**src/rtl/lsu_fsm_pkg.sv**
```systemverilog
// Shared LSU types: FSM states, RV32I load/store func3 codes, size helper.
// SPLIT exists only when LSU_MISALIGN_SPLIT_EN is defined.
package lsu_pkg;

  localparam int DATA_W = 32;

`ifdef LSU_MISALIGN_SPLIT_EN
  typedef enum logic [1:0] {
    S_IDLE,
    S_ACCESS,
    S_RESP,
    S_SPLIT
  } lsu_state_e;
`else
  typedef enum logic [1:0] {
    S_IDLE,
    S_ACCESS,
    S_RESP
  } lsu_state_e;
`endif

  // Encodings match the func3 fields used by rv_dec.svh
  typedef enum logic [2:0] {
    LB  = 3'd0,
    LH  = 3'd1,
    LW  = 3'd2,
    LBU = 3'd4,
    LHU = 3'd5
  } ld_f3_e;

  typedef enum logic [2:0] {
    SB = 3'd0,
    SH = 3'd1,
    SW = 3'd2
  } st_f3_e;

  typedef struct packed {
    logic illegal;
    logic misaligned;
    logic out_of_range;
  } lsu_err_t;

  function automatic logic [2:0] f3_size(input logic [2:0] f3);
    logic [2:0] s;
    s = 3'd4;
    unique case (f3[1:0])
      2'd0:    s = 3'd1;
      2'd1:    s = 3'd2;
      default: s = 3'd4;
    endcase
    return s;
  endfunction

endpackage

```
**src/rtl/lsu_fsm_if.sv**
```systemverilog
// LSU bus bundle: execute-stage request/response plus data-memory port.
// master = execute stage + memory side, slave = LSU.
interface lsu_fsm_if #(
  parameter int ADDR_W = 11
);
  logic              req_valid;
  logic              req_ready;
  logic              req_we;
  logic [2:0]        req_func3;
  logic [31:0]       req_addr;
  logic [31:0]       req_wdata;
  logic              rsp_valid;
  logic [31:0]       rsp_rdata;
  logic              rsp_err;
  logic [ADDR_W-1:0] mem_addr;
  logic [31:0]       mem_wdata;
  logic [2:0]        mem_func3;
  logic              mem_rd_en;
  logic              mem_wr_en;
  logic [31:0]       mem_rdata;

  modport master (
    output req_valid, req_we, req_func3,
    output req_addr, req_wdata, mem_rdata,
    input  req_ready, rsp_valid, rsp_rdata,
    input  rsp_err, mem_addr, mem_wdata,
    input  mem_func3, mem_rd_en, mem_wr_en
  );

  modport slave (
    input  req_valid, req_we, req_func3,
    input  req_addr, req_wdata, mem_rdata,
    output req_ready, rsp_valid, rsp_rdata,
    output rsp_err, mem_addr, mem_wdata,
    output mem_func3, mem_rd_en, mem_wr_en
  );
endinterface

```
**src/rtl/lsu_fsm_chk.sv**
```systemverilog
// Combinational request checker: func3 legality, alignment, range.
// Range uses 33-bit end address so large addresses never wrap.
module lsu_chk
  import lsu_pkg::*;
#(
  parameter int ADDR_W = 11
) (
  input  logic [2:0]  i_func3,
  input  logic        i_we,
  input  logic [31:0] i_addr,
  output logic        o_misaligned,
  output logic        o_out_of_range,
  output logic        o_illegal
);
  logic [2:0]  w_size;
  logic [32:0] w_end;

  assign w_size = f3_size(i_func3);
  assign w_end  = {1'b0, i_addr} + {30'd0, w_size} - 33'd1;

  assign o_out_of_range = |w_end[32:ADDR_W];

  always_comb begin
    o_illegal = 1'b0;
    if (i_we)
      o_illegal = (i_func3 > 3'd2);
    else
      o_illegal = (i_func3 == 3'd3) || (i_func3[2:1] == 2'b11);
  end

  always_comb begin
    o_misaligned = 1'b0;
    unique case (1'b1)
      (w_size == 3'd2): o_misaligned = i_addr[0];
      (w_size == 3'd4): o_misaligned = |i_addr[1:0];
      default:          o_misaligned = 1'b0;
    endcase
  end

endmodule

```
**src/rtl/lsu_fsm.sv**
```systemverilog
// Load/store unit FSM: one request, one memory access, one response strobe.
// LSU_MISALIGN_SPLIT_EN turns in-range misaligned accesses into byte splits.
module lsu_fsm
  import lsu_pkg::*;
#(
  parameter int ADDR_W = 11,
  parameter int DATA_W = 32
) (
  input logic      clk,
  input logic      rst,
  lsu_fsm_if.slave bus
);
  lsu_state_e        r_state;
  lsu_state_e        w_nxt;
  logic              r_we;
  logic [2:0]        r_f3;
  logic [ADDR_W-1:0] r_addr;
  logic [DATA_W-1:0] r_wdata;
  logic [DATA_W-1:0] r_rdata;
  logic              r_err;

  logic              w_mis;
  logic              w_oor;
  logic              w_ill;
  logic              w_bad;
  logic              w_ready;
  logic              w_acc;
  logic              w_rd;
  logic              w_wr;
  logic [ADDR_W-1:0] w_maddr;
  logic [2:0]        w_mf3;
  logic [DATA_W-1:0] w_mwdata;

  lsu_chk #(.ADDR_W(ADDR_W)) u_chk (
    .i_func3        (bus.req_func3),
    .i_we           (bus.req_we),
    .i_addr         (bus.req_addr),
    .o_misaligned   (w_mis),
    .o_out_of_range (w_oor),
    .o_illegal      (w_ill)
  );

  assign w_acc = bus.req_valid & w_ready;

`ifdef LSU_MISALIGN_SPLIT_EN
  logic [1:0]  r_k;
  logic [31:0] r_hold;
  logic [31:0] w_asm;
  logic [31:0] w_ext;
  logic        w_last;

  assign w_bad  = w_ill | w_oor;
  assign w_last = ({1'b0, r_k} == (f3_size(r_f3) - 3'd1));

  always_comb begin
    w_asm = r_hold;
    w_asm[{r_k, 3'b000} +: 8] = bus.mem_rdata[7:0];
  end

  always_comb begin
    w_ext = w_asm;
    unique case (1'b1)
      (r_f3 == LH):  w_ext = {{16{w_asm[15]}}, w_asm[15:0]};
      (r_f3 == LHU): w_ext = {16'd0, w_asm[15:0]};
      default:       w_ext = w_asm;
    endcase
  end
`else
  assign w_bad = w_ill | w_oor | w_mis;
`endif

  always_comb begin
    w_nxt    = r_state;
    w_ready  = 1'b0;
    w_rd     = 1'b0;
    w_wr     = 1'b0;
    w_maddr  = r_addr;
    w_mf3    = r_f3;
    w_mwdata = r_wdata;
    unique case (r_state)
      S_IDLE: begin
        w_ready = ~rst;
        if (bus.req_valid && !rst) begin
          if (w_bad)
            w_nxt = S_RESP;
`ifdef LSU_MISALIGN_SPLIT_EN
          else if (w_mis)
            w_nxt = S_SPLIT;
`endif
          else
            w_nxt = S_ACCESS;
        end
      end
      S_ACCESS: begin
        w_rd  = ~r_we;
        w_wr  = r_we;
        w_nxt = S_RESP;
      end
`ifdef LSU_MISALIGN_SPLIT_EN
      // One byte lane per cycle, data shifted down to lane 0
      S_SPLIT: begin
        w_rd     = ~r_we;
        w_wr     = r_we;
        w_maddr  = r_addr + ADDR_W'(r_k);
        w_mf3    = r_we ? SB : LBU;
        w_mwdata = r_wdata >> {r_k, 3'b000};
        if (w_last)
          w_nxt = S_RESP;
      end
`endif
      S_RESP:  w_nxt = S_IDLE;
      default: w_nxt = S_IDLE;
    endcase
  end

  always_ff @(posedge clk) begin
    if (rst) begin
      r_state <= S_IDLE;
      r_we    <= 1'b0;
      r_f3    <= '0;
      r_addr  <= '0;
      r_wdata <= '0;
      r_rdata <= '0;
      r_err   <= 1'b0;
`ifdef LSU_MISALIGN_SPLIT_EN
      r_k     <= '0;
      r_hold  <= '0;
`endif
    end else begin
      r_state <= w_nxt;
      if (w_acc) begin
        r_we    <= bus.req_we;
        r_f3    <= bus.req_func3;
        r_addr  <= bus.req_addr[ADDR_W-1:0];
        r_wdata <= bus.req_wdata;
`ifdef LSU_MISALIGN_SPLIT_EN
        r_k     <= '0;
        r_hold  <= '0;
`endif
        if (w_bad) begin
          r_err   <= 1'b1;
          r_rdata <= '0;
        end
      end
      if (r_state == S_ACCESS) begin
        r_err   <= 1'b0;
        r_rdata <= r_we ? '0 : bus.mem_rdata;
      end
`ifdef LSU_MISALIGN_SPLIT_EN
      if (r_state == S_SPLIT) begin
        r_k    <= r_k + 2'd1;
        r_hold <= w_asm;
        if (w_last) begin
          r_err   <= 1'b0;
          r_rdata <= r_we ? '0 : w_ext;
        end
      end
`endif
    end
  end

  assign bus.req_ready = w_ready;
  assign bus.rsp_valid = (r_state == S_RESP) & ~rst;
  assign bus.rsp_rdata = r_rdata;
  assign bus.rsp_err   = r_err;
  assign bus.mem_addr  = w_maddr;
  assign bus.mem_wdata = w_mwdata;
  assign bus.mem_func3 = w_mf3;
  assign bus.mem_rd_en = w_rd & ~rst;
  assign bus.mem_wr_en = w_wr & ~rst;

endmodule

```
**src/flat_wrapper.sv**
```systemverilog
// flat-port wrapper written by rule: the top's interface ports become plain ports
module lsu_fsm_flat import lsu_pkg::*;
#(
  parameter int ADDR_W = 11,
  parameter int DATA_W = 32
)
  (clk, rst, bus_req_valid, bus_req_we, bus_req_func3, bus_req_addr, bus_req_wdata, bus_mem_rdata, bus_req_ready, bus_rsp_valid, bus_rsp_rdata, bus_rsp_err, bus_mem_addr, bus_mem_wdata, bus_mem_func3, bus_mem_rd_en, bus_mem_wr_en);
  lsu_fsm_if #(.ADDR_W(ADDR_W)) bus_i ();
  input logic clk;
  input logic rst;
  input wire logic [$bits(bus_i.req_valid)-1:0] bus_req_valid;
  input wire logic [$bits(bus_i.req_we)-1:0] bus_req_we;
  input wire logic [$bits(bus_i.req_func3)-1:0] bus_req_func3;
  input wire logic [$bits(bus_i.req_addr)-1:0] bus_req_addr;
  input wire logic [$bits(bus_i.req_wdata)-1:0] bus_req_wdata;
  input wire logic [$bits(bus_i.mem_rdata)-1:0] bus_mem_rdata;
  output wire logic [$bits(bus_i.req_ready)-1:0] bus_req_ready;
  output wire logic [$bits(bus_i.rsp_valid)-1:0] bus_rsp_valid;
  output wire logic [$bits(bus_i.rsp_rdata)-1:0] bus_rsp_rdata;
  output wire logic [$bits(bus_i.rsp_err)-1:0] bus_rsp_err;
  output wire logic [$bits(bus_i.mem_addr)-1:0] bus_mem_addr;
  output wire logic [$bits(bus_i.mem_wdata)-1:0] bus_mem_wdata;
  output wire logic [$bits(bus_i.mem_func3)-1:0] bus_mem_func3;
  output wire logic [$bits(bus_i.mem_rd_en)-1:0] bus_mem_rd_en;
  output wire logic [$bits(bus_i.mem_wr_en)-1:0] bus_mem_wr_en;
  assign bus_i.req_valid = bus_req_valid;
  assign bus_i.req_we = bus_req_we;
  assign bus_i.req_func3 = bus_req_func3;
  assign bus_i.req_addr = bus_req_addr;
  assign bus_i.req_wdata = bus_req_wdata;
  assign bus_i.mem_rdata = bus_mem_rdata;
  assign bus_req_ready = bus_i.req_ready;
  assign bus_rsp_valid = bus_i.rsp_valid;
  assign bus_rsp_rdata = bus_i.rsp_rdata;
  assign bus_rsp_err = bus_i.rsp_err;
  assign bus_mem_addr = bus_i.mem_addr;
  assign bus_mem_wdata = bus_i.mem_wdata;
  assign bus_mem_func3 = bus_i.mem_func3;
  assign bus_mem_rd_en = bus_i.mem_rd_en;
  assign bus_mem_wr_en = bus_i.mem_wr_en;
  lsu_fsm #(.ADDR_W(ADDR_W), .DATA_W(DATA_W)) u_core (.clk(clk), .rst(rst), .bus(bus_i));
endmodule
```
**config.mk**
```make
export PLATFORM = sky130hd
export DESIGN_NAME = lsu_fsm_flat
export DESIGN_NICKNAME = d
export VERILOG_FILES = /design/src/rtl/lsu_fsm_pkg.sv /design/src/rtl/lsu_fsm_if.sv /design/src/rtl/lsu_fsm_chk.sv /design/src/rtl/lsu_fsm.sv /design/src/flat_wrapper.sv
export SDC_FILE = /design/constraint.sdc
export NUM_CORES = 1
export LEC_CHECK = 0
export ABC_CLOCK_PERIOD_IN_PS = 7900
export CAP_MARGIN = 20
export CORE_ASPECT_RATIO = 2
export CORE_UTILIZATION = 48
export CTS_CLUSTER_SIZE = 25
export DETAILED_ROUTE_END_ITERATION = 8
export PLACE_DENSITY = 0.83
export SLEW_MARGIN = 40
export SYNTH_ARGS = -nofsm -noshare
export SYNTH_HDL_FRONTEND = slang
export SYNTH_SLANG_ARGS = --single-unit
```
**constraint.sdc**
```tcl
create_clock -name clk -period 7.9 [get_ports clk]
set_input_delay 1.58 -clock clk [delete_from_list [all_inputs] [get_ports clk]]
set_output_delay 1.58 -clock clk [all_outputs]
set_load 0.02 [all_outputs]
```
[Word level (Yosys, flattened, before mapping)]
Cells that the tools add are included.
W data, S select, Z words.
Cells by class
  $add $sub $neg: 2
  $lt $le $gt $ge: 1
  equality and inequality tests: 8
  multiplexer cells: 13
  bitwise gates (word level): 8
  reductions and logical operators: 12
Operators with widths (count)
  $mux W32: 4
  $add A32 B3 Y33: 1
  $sub A33 B1 Y33 const B: 1
  $reduce_or A22 Y1: 1
  $eq A3 B2 Y1 const B: 2
  $pmux W3 S2: 1
  $and A1 B1 Y1: 4
  $eq A2 B1 Y1 const B: 2
  $eq A2 B2 Y1 const B: 2
  $logic_not A2 Y1: 2
  $mux W1: 4
  $mux W2: 2
  $pmux W2 S2: 1
  $reduce_and A2 Y1: 2
  $reduce_bool A2 Y1: 2
  $reduce_or A2 Y1: 2
  $eq A3 B3 Y1 const B: 1
  $gt A3 B2 Y1 const B: 1
  $ne A2 B1 Y1 const B: 1
  $not A1 Y1: 2
  $or A1 B1 Y1: 2
  $pmux W1 S2: 1
  $logic_and A1 B1 Y1: 1
  $logic_not A1 Y1: 1
  $logic_or A1 B1 Y1: 1
Storage, ports and cells
  bits in registers: 82
  input port bits: 103

[Logic depth before layout (Yosys ltp)]
Gate-level depths: netlist of run 1.
  depth after elaboration: 10
  gate-level depth with buffers: 16

[Modules after synthesis]
From an unflattened synthesis of run 1, not the netlist that was laid out.
Second synthesis, totals
  cell total of the unflattened synthesis: 569
  area, all modules: 4624.4 µm²
By module, submodules not included
  lsu_fsm: times used 1, cells each 292, area each 2821.5 µm², sequential area each 1641.6 µm²
  lsu_chk: times used 1, cells each 277, area each 1803.0 µm², sequential area each 0.0 µm²

[Least setup slack after synthesis of run 1]
No wires, ideal clock.
  path kind: in2reg
  start: input port bus_req_func3[1]
  end: register u_core.r_state[1]
  arrival time: 4459 ps
  slack: 3326 ps
  stages: 15
  path buffers: 1
  cells stage by stage: inv_1 -> ha_1 -> inv_1 -> ha_1 -> nor2b_1 -> o21ai_0 -> o21ai_2 -> o21ai_2 -> a211oi_1 -> or4_1 -> a2111oi_2 -> nand4_1 -> o21a_2 -> buf_6 -> o21a_1
Between the ends
  longest elaborated chain between the ends: 10
RTL lines
  start, declared: line flat_wrapper.sv:13  | input wire logic [$bits(bus_i.req_func3)-1:0] bus_req_func3;
  $eq A2 B1 Y1 / $logic_not A2 Y1 (equally long branches): line lsu_fsm_pkg.sv:46  | unique case (f3[1:0])
  $pmux W3 S2: line lsu_fsm_pkg.sv:46
  $add A32 B3 Y33: line lsu_fsm_chk.sv:19  | assign w_end = {1'b0, i_addr} + {30'd0, w_size} - 33'd1;
  $sub A33 B1 Y33: line lsu_fsm_chk.sv:19
  $reduce_or A22 Y1: line lsu_fsm_chk.sv:21  | assign o_out_of_range = |w_end[32:ADDR_W];
  $or A1 B1 Y1: line lsu_fsm.sv:69  | assign w_bad = w_ill | w_oor | w_mis;
  $or A1 B1 Y1 (*): line lsu_fsm.sv:69
  $mux W2 (*): line lsu_fsm.sv:84  | if (w_bad)
  $mux W2 (*): line lsu_fsm.sv:83  | if (bus.req_valid && !rst) begin
  $pmux W2 S2 (*): line lsu_fsm.sv:80  | unique case (r_state)
  end signal, assigned: line lsu_fsm.sv:130  | r_state <= w_nxt;
  end, declared: line lsu_fsm.sv:13  | lsu_state_e r_state;
Mark *: on every way between the ends. The rest lies on a longest branch, timed or not. The select of a mux whose other input is x is not followed.
A chain may end at the register's enable or synchronous reset.

[Worst setup path after layout of run 1]
  start: input port bus_req_func3[1]
  end: register u_core.r_rdata[2], in the netlist u_core.bus.rsp_rdata[2]
Between the ends
  longest elaborated chain between the ends: 9
RTL lines
  $eq A2 B1 Y1 / $logic_not A2 Y1 (equally long branches): line lsu_fsm_pkg.sv:46
  $pmux W3 S2: line lsu_fsm_pkg.sv:46
  $add A32 B3 Y33: line lsu_fsm_chk.sv:19
  $sub A33 B1 Y33: line lsu_fsm_chk.sv:19
  $reduce_or A22 Y1: line lsu_fsm_chk.sv:21
  $or A1 B1 Y1: line lsu_fsm.sv:69
  $or A1 B1 Y1 (*): line lsu_fsm.sv:69
  $reduce_bool A2 Y1 (no source line) (*)
  $reduce_and A2 Y1 (no source line) (*)
  end signal, assigned: line lsu_fsm.sv:147  | r_rdata <= r_we ? '0 : bus.mem_rdata;
  end, declared: line lsu_fsm.sv:19  | logic [DATA_W-1:0] r_rdata;
Mark *: on every way between the ends. The rest lies on a longest branch, timed or not.

==> summary.log, run 1 <==
INFO  run_status     run_status=completed
INFO  sta            clock.fmax=187MHz
INFO  synth          yosys-top-cells-area=sky130_fd_sc_hd__dfxtp_1, sky130_fd_sc_hd__a21oi_1, sky130_fd_sc_hd__nand2_1
INFO  detailed_routing drc_violation_count_after_routing=0
INFO  cts            path_clk_slew=0.06ns
INFO  setup_path     cell_breakdown_of_the_critical_path=clkdlybuf4s50_1, inv_1, ha_1, inv_1, ha_1, nor2b_1, a32oi_1, a2bb2oi_1, a211oi_1, or3_1, a221oi_1, nand4_1, o21a_4, o41ai_1
INFO  detailed_routing dr_total_vias=6,243
INFO  cts            cts.root.buffer_cell=sky130_fd_sc_hd__clkbuf_16
INFO  cts            cts_setup_buffers=0
INFO  detailed_routing detailedRoute.firstIterationViolations=433
INFO  die            floorplan.die.width=78.5um
INFO  die            num_rows=55
INFO  placed_design  post-dp-hpwl=14,700um
INFO  sta            setup_total_negative_slack=0ns
INFO  worst_hold_path whs_path_cells=2
INFO  synth          synth_nets=878
INFO  die            pin_count=186
INFO  setup_path     critical_path.n_buffers_inverters=3
INFO  setup_path     slowest_cell_delay_on_critical_path=0.52ns
INFO  sta            tightest_pin_transition=0.779ns
INFO  synth          post_synth_inst_count=743
INFO  synth          synth-main-ff-cell=sky130_fd_sc_hd__dfxtp_1
INFO  global_routing vias_in_the_first_global_route=6,012
INFO  sta            fin_skew=0.00561ns
INFO  setup_path     critical_path.endpoint_type=flip-flop
INFO  synth          synth_seq_cells=82
INFO  cts            cts.path.max_buffers=2
INFO  die            floorplan.die.height=155um
INFO  power          peakVddDrop=0.000177V
INFO  cts            ctsHtreeMaxLevel=3
INFO  job            cap_viol_max_count=0
INFO  setup_path     timing.critical_path.from_type=input pin
INFO  cts            cts_buffers=9
INFO  detailed_routing routed_wl=19,600um
INFO  setup_path     critical-path-top-delay-family=compound AO/OA/AOI/OAI gates
INFO  synth          synth_enable_flop_cells=0
INFO  global_routing grt_remaining_overflow=0
INFO  setup_path     timing.setup.critical_path_class=input pin to flip-flop
INFO  sta            slew-limit-headroom=47.8%
INFO  global_routing groute.usage.overall=32.3%
INFO  global_routing wire_length_of_the_first_global_routing_pass=30,100um
INFO  setup_path     critical_path.endpoint=u_core.bus.rsp_rdata[2]$_SDFFE_PP0P_
INFO  setup_path     critical_path_peak_fanout=33
INFO  final_layout   fin_nets=1,027
INFO  global_routing grt_antenna_before_repair=1
INFO  setup_path     critical_path.startpoint=bus_req_func3[1]
INFO  die            placeableCoreArea=0.0114mm2
INFO  power          power_leakage=0.00295uW
INFO  synth          synthMostInstantiatedCell=sky130_fd_sc_hd__nand2_1
INFO  synth          synthDominantCellAreaShare=29.2%
INFO  final_layout   final_layout_size_suffix_gt1_share=7.25%
INFO  setup_path     register_to_register_setup_slack=5.76ns
INFO  setup_path     crit_arrival=5.59ns
INFO  synth          async_reset_ff_share=0%
INFO  global_routing grt_max_degree=60
INFO  synth          synth_top_cells_by_count=sky130_fd_sc_hd__nand2_1, sky130_fd_sc_hd__a21oi_1, sky130_fd_sc_hd__dfxtp_1, sky130_fd_sc_hd__inv_1, sky130_fd_sc_hd__clkbuf_1
INFO  sta            holdWs=0.452ns
INFO  sta            slew_violations=0
INFO  die            initial_utilization=49.4%
INFO  setup_path     regToRegEndpoint=u_core.bus.rsp_err$_SDFFE_PP0P_
INFO  cts            post_cts_resized=0
INFO  sta            layout_worst_path_cycle_share=67.8%
INFO  synth          ys_warn_count=0
INFO  placed_design  gp_congestion=1.02
INFO  synth          synth_top_cell_by_area=sky130_fd_sc_hd__dfxtp_1
INFO  sta            setup_repair_after_global_routing_missed_its_margin=false
INFO  sta            finalHoldViolations=0
INFO  cts            clock-sinks=82
INFO  placed_design  count_of_buffers_inserted_at_the_top_level_ports=185
INFO  power          power.density_cell_area=152mW/mm2
INFO  final_layout   area_growth_syn_to_layout=38.4%
INFO  detailed_routing vias_per_cell=6.00
INFO  cts            post_cts_hold_buffer_count=0
INFO  cts            clock_latency=0.34ns
INFO  synth          synth.cell_area=0.00561mm2
INFO  cts            cts_tree=yes
INFO  worst_hold_path min-delay-path-class=flip-flop to flip-flop
INFO  setup_path     crit_slowest_cell=sky130_fd_sc_hd__clkdlybuf4s50_1
INFO  detailed_routing drt.antenna.violating_nets=0
INFO  setup_path     required_arrival_time_at_the_worst_endpoint=8.13ns
INFO  sta            timing.final.setup_violations=0
INFO  setup_path     worstReg2RegStart=u_core.r_state[0]$_SDFFE_PP0P_
INFO  setup_path     ff2ff_path_depth=4
INFO  synth          synth_seq_area_share=29.2%
INFO  die            design.die.area=0.0122mm2
INFO  detailed_routing first_pass_iters=7
INFO  detailed_routing post_drt_wl_per_cell=18.9um
INFO  synth          yosysUniqueCellTypes=68
INFO  sta            final_min_period=5.36ns
INFO  synth          syn_avg_cell_area=7.56um2
INFO  setup_path     wp_depth=14
[flip-flops by register name, summed over array words and instances (netlist names)]
signal                count
u_core.bus.mem_wdata     32
u_core.bus.mem_func3      3
u_core.bus.mem_addr      11
u_core.r_we               1
u_core.bus.rsp_err        1
u_core.bus.rsp_rdata     32
u_core.r_state            2
[layout by cell type, fill, tap and decap left out, types with 8 or more instances in the layout]
cell,count
sky130_fd_sc_hd__nor2_1,28
sky130_fd_sc_hd__nor3_1,39
sky130_fd_sc_hd__nand3_1,11
sky130_fd_sc_hd__a21oi_1,110
sky130_fd_sc_hd__o41ai_2,29
sky130_fd_sc_hd__o21a_1,14
sky130_fd_sc_hd__a21o_1,8
sky130_fd_sc_hd__clkbuf_16,9
sky130_fd_sc_hd__nand4_1,12
sky130_fd_sc_hd__clkdlybuf4s50_1,184
sky130_fd_sc_hd__inv_1,74
sky130_fd_sc_hd__dfxtp_1,81
sky130_fd_sc_hd__nand2_1,125
sky130_fd_sc_hd__o21ai_0,20
sky130_fd_sc_hd__ha_1,32
[power breakdown]
group	switching [uW]	leakage [uW]	internal (uW)
logic	189	0.00213	138
registers	5.76	0.000666	424
clock network	172	0.000149	254
[cell type report]
type | instances | area (um2)
multi-input cells | 537 | 3490
clock buffers | 10 | 239
fillers | 952 | 3580
clock inverters | 6 | 65.1
diodes | 1 | 2.50
flip-flops and latches | 82 | 1650
well taps | 142 | 178
inverters | 75 | 283
repair buffers | 187 | 1860
[metrics by stage]
step	worst slack, ns	total power, uW	util [%]	area (um2)	cells
6_report	2.54	1180	68.4	7770	1040
5_1_grt	2.23	1230	68.4	7770	1040
4_1_cts	2.59	1180	68.4	7770	1039
3_5_place_dp	2.25	758	65.7	7460	1023
3_3_place_gp	2.16	757	65.6	7450	1023
2_1_floorplan	3.33	628	-	5610	743
[worst min path at each step]
stage                                                     start                                     to  slack [ns]
after detailed placement  u_core.bus.mem_wdata[24]$_SDFFE_PP0P_  u_core.bus.mem_wdata[24]$_SDFFE_PP0P_        0.45
final                     u_core.bus.mem_wdata[25]$_SDFFE_PP0P_  u_core.bus.mem_wdata[25]$_SDFFE_PP0P_        0.45
after CTS                 u_core.bus.mem_wdata[24]$_SDFFE_PP0P_  u_core.bus.mem_wdata[24]$_SDFFE_PP0P_        0.45
after floorplan                        u_core.r_we$_SDFFE_PP0P_               u_core.r_we$_SDFFE_PP0P_        0.45
after global placement     u_core.bus.mem_wdata[2]$_SDFFE_PP0P_   u_core.bus.mem_wdata[2]$_SDFFE_PP0P_        0.44
after global routing      u_core.bus.mem_wdata[22]$_SDFFE_PP0P_  u_core.bus.mem_wdata[22]$_SDFFE_PP0P_        0.47
[cells by family (layout without fill, tap and decap cells)]
family	after synthesis	after routing	share of synthesized area, %
and+or+nand+nor	252	252	20.7
AOI/OAI and AO/OA	244	244	32.6
xor gates and xnor gates	5	5	0.780
adders and majority gates	32	32	7.13
other	0	1	0
buffers and inverters	124	278	8.85
muxes	4	4	0.735
DFF	82	82	29.2
[routing by layer]
metal	up-vias	global-route usage, %	part of all wire, %	wire length, um
met2	328	60.9	53	10500
li1	2957	-	-	-
met3	104	6.33	5.8	1150
met4	0	24.1	8.1	1590
met1	2854	29.7	33	6420
met5	-	0	0	0
[tightest hold or removal path, stage by stage (launching register included)]
cell and delay (ns):
sky130_fd_sc_hd__dfxtp_1 0.31, sky130_fd_sc_hd__nand2_1 0.05, sky130_fd_sc_hd__a21oi_1 0.05
Note: power is estimated with default switching activity, not from simulation.
==> inputs of run 2 (changes only) <==
--- a/config.mk
+++ b/config.mk
@@ -5,13 +5,13 @@
 export SDC_FILE = /design/constraint.sdc
 export NUM_CORES = 1
 export LEC_CHECK = 0
-export ABC_CLOCK_PERIOD_IN_PS = 7900
+export ABC_CLOCK_PERIOD_IN_PS = 5500
 export CAP_MARGIN = 20
 export CORE_ASPECT_RATIO = 2
-export CORE_UTILIZATION = 48
+export CORE_UTILIZATION = 47
 export CTS_CLUSTER_SIZE = 25
 export DETAILED_ROUTE_END_ITERATION = 8
-export PLACE_DENSITY = 0.83
+export PLACE_DENSITY = 0.82
 export SLEW_MARGIN = 40
 export SYNTH_ARGS = -nofsm -noshare
 export SYNTH_HDL_FRONTEND = slang
==> constraint.sdc (replaced) <==
create_clock -name clk -period 5.5 [get_ports clk]
set_input_delay 1.1 -clock clk [delete_from_list [all_inputs] [get_ports clk]]
set_output_delay 1.1 -clock clk [all_outputs]
set_load 0.02 [all_outputs]
==> run 2 against run 1 <==
  * Core utilization decreased by 0.98 points
  * Count of clock-buffer cells in the layout increased by 1
  * Largest power group unchanged
  * Flip-flop and latch count unchanged
  * Critical path depth increased by 2
  * First-iteration DRC count decreased by 54%
  * Register-to-register slack got worse by 2.4 ns
  * Cell area increased by 1.6%
  * Setup slack got worse by 1.9 ns
  * Hold slack improved by 0.0014 ns
  * Cell count increased by 1.7%
  * Sequential share of layout area decreased by 0.33 points
  * Highest routed layer unchanged
  * Clock skew decreased by 0.0016 ns
  * Critical path type unchanged
==> summary.log, run 2 (same netlist as run 1, synthesis figures left out) <==
INFO  power          power_leakage=0.00302uW
INFO  power          internal_power=1170uW
INFO  final_layout   layout.cells.most_common=sky130_fd_sc_hd__clkdlybuf4s50_1
INFO  setup_path     register_to_register_setup_slack=3.35ns
INFO  sta            tightest_pin_transition=0.710ns
INFO  power          switchingPower=515uW
INFO  sta            slew_violations=0
INFO  setup_path     critical_path_peak_fanout=13
INFO  final_layout   layout.filler_cells=961
INFO  setup_path     crit_arrival=5.11ns
INFO  job            cap_viol_max_count=0
INFO  global_routing vias_in_the_first_global_route=6,000
INFO  die            floorplan.die.width=79.3um
INFO  die            pin_count=186
INFO  sta            fin_skew=0.00401ns
INFO  setup_path     required_arrival_time_at_the_worst_endpoint=5.73ns
INFO  placed_design  count_of_buffers_inserted_at_the_top_level_ports=185
INFO  die            placeableCoreArea=0.0117mm2
INFO  die            initial_utilization=48.0%
INFO  detailed_routing post_drt_wl_per_cell=18.9um
INFO  global_routing grt_remaining_overflow=0
INFO  final_layout   multiInputGateArea=0.00349mm2
INFO  setup_path     critical_path.endpoint_type=flip-flop
INFO  sta            slew-limit-headroom=52.4%
INFO  final_layout   utilization=67.5%
INFO  detailed_routing routed_wl=19,900um
INFO  cts            cts_buffers=9
INFO  cts            post_cts_hold_buffer_count=0
INFO  die            design.die.area=0.0124mm2
INFO  setup_path     cell_breakdown_of_the_critical_path=clkdlybuf4s50_1, inv_1, ha_1, inv_1, ha_1, nor2b_1, a32oi_1, a2bb2oi_1, o32ai_1, nor4b_2, o2111ai_1, nor4_2, nand4_1, o21a_2, buf_12, o41ai_1
INFO  sta            setup_total_negative_slack=0ns
INFO  power          power.density_cell_area=214mW/mm2
INFO  cts            clock-sinks=82
INFO  detailed_routing detailedRoute.firstIterationViolations=200
INFO  setup_path     timing.setup.critical_path_class=input pin to flip-flop
INFO  power          sequential_fraction_of_design_power=36.7%
INFO  final_layout   final_layout_size_suffix_gt1_share=8.54%
INFO  setup_path     ff2ff_path_depth=4
INFO  setup_path     timing.critical_path.from_type=input pin
INFO  cts            cts_setup_buffers=0
INFO  global_routing groute.usage.overall=31.9%
INFO  detailed_routing vias_per_cell=5.87
INFO  die            floorplan.die.height=157um
INFO  cts            post_cts_resized=0
INFO  power          clockPowerShare=34.6%
INFO  detailed_routing drc_violation_count_after_routing=0
INFO  setup_path     wp_depth=16
INFO  power          combPwrFrac=28.7%
INFO  sta            finalHoldViolations=0
INFO  setup_path     critical_path.n_buffers_inverters=4
INFO  cts            cts.path.max_buffers=2
INFO  global_routing grt_antenna_before_repair=0
INFO  setup_path     regToRegEndpoint=u_core.bus.rsp_err$_SDFFE_PP0P_
INFO  cts            clock_latency=0.34ns
INFO  sta            clock.fmax=205MHz
INFO  cts            cts_tree=yes
INFO  setup_path     worstReg2RegStart=u_core.r_state[0]$_SDFFE_PP0P_
INFO  cts            path_clk_slew=0.06ns
INFO  die            num_rows=56
INFO  sta            timing.final.setup_violations=0
INFO  setup_path     crit_slowest_cell=sky130_fd_sc_hd__clkdlybuf4s50_1
INFO  cts            cts.root.buffer_cell=sky130_fd_sc_hd__clkbuf_16
INFO  sta            setup_repair_after_global_routing_missed_its_margin=false
INFO  detailed_routing first_pass_iters=5
INFO  final_layout   layout.area.seq=0.00165mm2
INFO  setup_path     slowest_cell_delay_on_critical_path=0.54ns
INFO  detailed_routing dr_total_vias=6,212
INFO  setup_path     critical-path-top-delay-family=compound AO/OA/AOI/OAI gates
INFO  placed_design  gp_congestion=0.951
INFO  setup_path     critical_path.endpoint=u_core.bus.rsp_rdata[1]$_SDFFE_PP0P_
INFO  global_routing grt_max_degree=60
INFO  cts            ctsHtreeMaxLevel=3
INFO  global_routing wire_length_of_the_first_global_routing_pass=29,900um
INFO  run_status     run_status=completed
INFO  worst_hold_path min-delay-path-class=flip-flop to flip-flop
INFO  power          power.share.switching=30.5%
INFO  detailed_routing drt.antenna.violating_nets=0
INFO  sta            layout_worst_path_cycle_share=88.6%
INFO  setup_path     critical_path.startpoint=bus_req_func3[1]
INFO  final_layout   fin_nets=1,043
INFO  placed_design  post-dp-hpwl=15,500um
INFO  power          peakVddDrop=0.000180V
INFO  final_layout   final_cell_mix=sky130_fd_sc_hd__clkdlybuf4s50_1, sky130_fd_sc_hd__nand2_1, sky130_fd_sc_hd__a21oi_1
INFO  sta            final_min_period=4.88ns
INFO  final_layout   antenna_cells=0
INFO  final_layout   area_growth_syn_to_layout=40.6%
[run 2: changes by cell type in the layout (fill, tap and decap cells not counted), sizes merged]
cell      change
clkbuf        +1
clkinv        -1
buf          +16
inv           -1
clkinvlp      +1
diode         -1
[run 2: worst min-delay path by stage]
stage / startpoint / to / slack (ns) / cells after the start
3_5_place_dp: u_core.bus.mem_wdata[29]$_SDFFE_PP0P_ / u_core.bus.mem_wdata[29]$_SDFFE_PP0P_ / 0.45 / 2
5_1_grt: u_core.bus.mem_wdata[9]$_SDFFE_PP0P_ / u_core.bus.mem_wdata[9]$_SDFFE_PP0P_ / 0.47 / 2
2_1_floorplan: u_core.r_we$_SDFFE_PP0P_ / u_core.r_we$_SDFFE_PP0P_ / 0.45 / 2
3_3_place_gp: u_core.bus.mem_addr[1]$_SDFFE_PP0P_ / u_core.bus.mem_addr[1]$_SDFFE_PP0P_ / 0.44 / 2
6_report: u_core.bus.mem_wdata[21]$_SDFFE_PP0P_ / u_core.bus.mem_wdata[21]$_SDFFE_PP0P_ / 0.45 / 2
4_1_cts: u_core.bus.mem_wdata[29]$_SDFFE_PP0P_ / u_core.bus.mem_wdata[29]$_SDFFE_PP0P_ / 0.45 / 2
[run 2: through the flow]
step / hold WS [ns] / setup WS (ns) / power [uW] / cells / cell area (um2)
3_5_place_dp: 0.446 / 0.405 / 1110 / 1042 / 7610
6_report: 0.453 / 0.625 / 1690 / 1058 / 7890
5_1_grt: 0.473 / 0.368 / 1750 / 1058 / 7890
4_1_cts: 0.455 / 0.731 / 1690 / 1058 / 7890
3_3_place_gp: 0.441 / 0.491 / 1110 / 1042 / 7600
2_1_floorplan: 0.445 / 1.41 / 901 / 743 / 5610
[run 2: routing by layer]
layer / share of wire [%] / routed length [um] / GRT usage, %
met1: 33 / 6620 / 28.7
met2: 55 / 10900 / 60.8
met3: 4.4 / 872 / 4.37
met4: 7.9 / 1570 / 25.5
met5: 0 / 0 / 0
[run 2: tightest hold or removal path: cells and delay by family, from the launching register on]
kind | cells | cell delay (ns)
AOI/OAI and AO/OA | 1 | 0.05
and+or+nand+nor | 1 | 0.05
DFF | 1 | 0.31
[run 2: final cells by class]
| type | count | share of cell area [%] |
|---|---|---|
| Sequential cell | 82 | 20.8 |
| Inverter | 75 | 3.57 |
| Clock inverter | 5 | 0.697 |
| Clock buffer | 11 | 2.95 |
| Tap cell | 145 | 2.30 |
| Timing Repair Buffer | 203 | 25.5 |
| Multi-Input combinational cell | 537 | 44.2 |
[run 2: power groups by stage]
stage          registers [uW]  logic [uW]  clock network, uW
6_report                  618         484                584
5_1_grt                   620         520                615
4_1_cts                   618         478                590
3_5_place_dp              631         476                  0
3_3_place_gp              631         476                  0
2_1_floorplan             650         251                  0
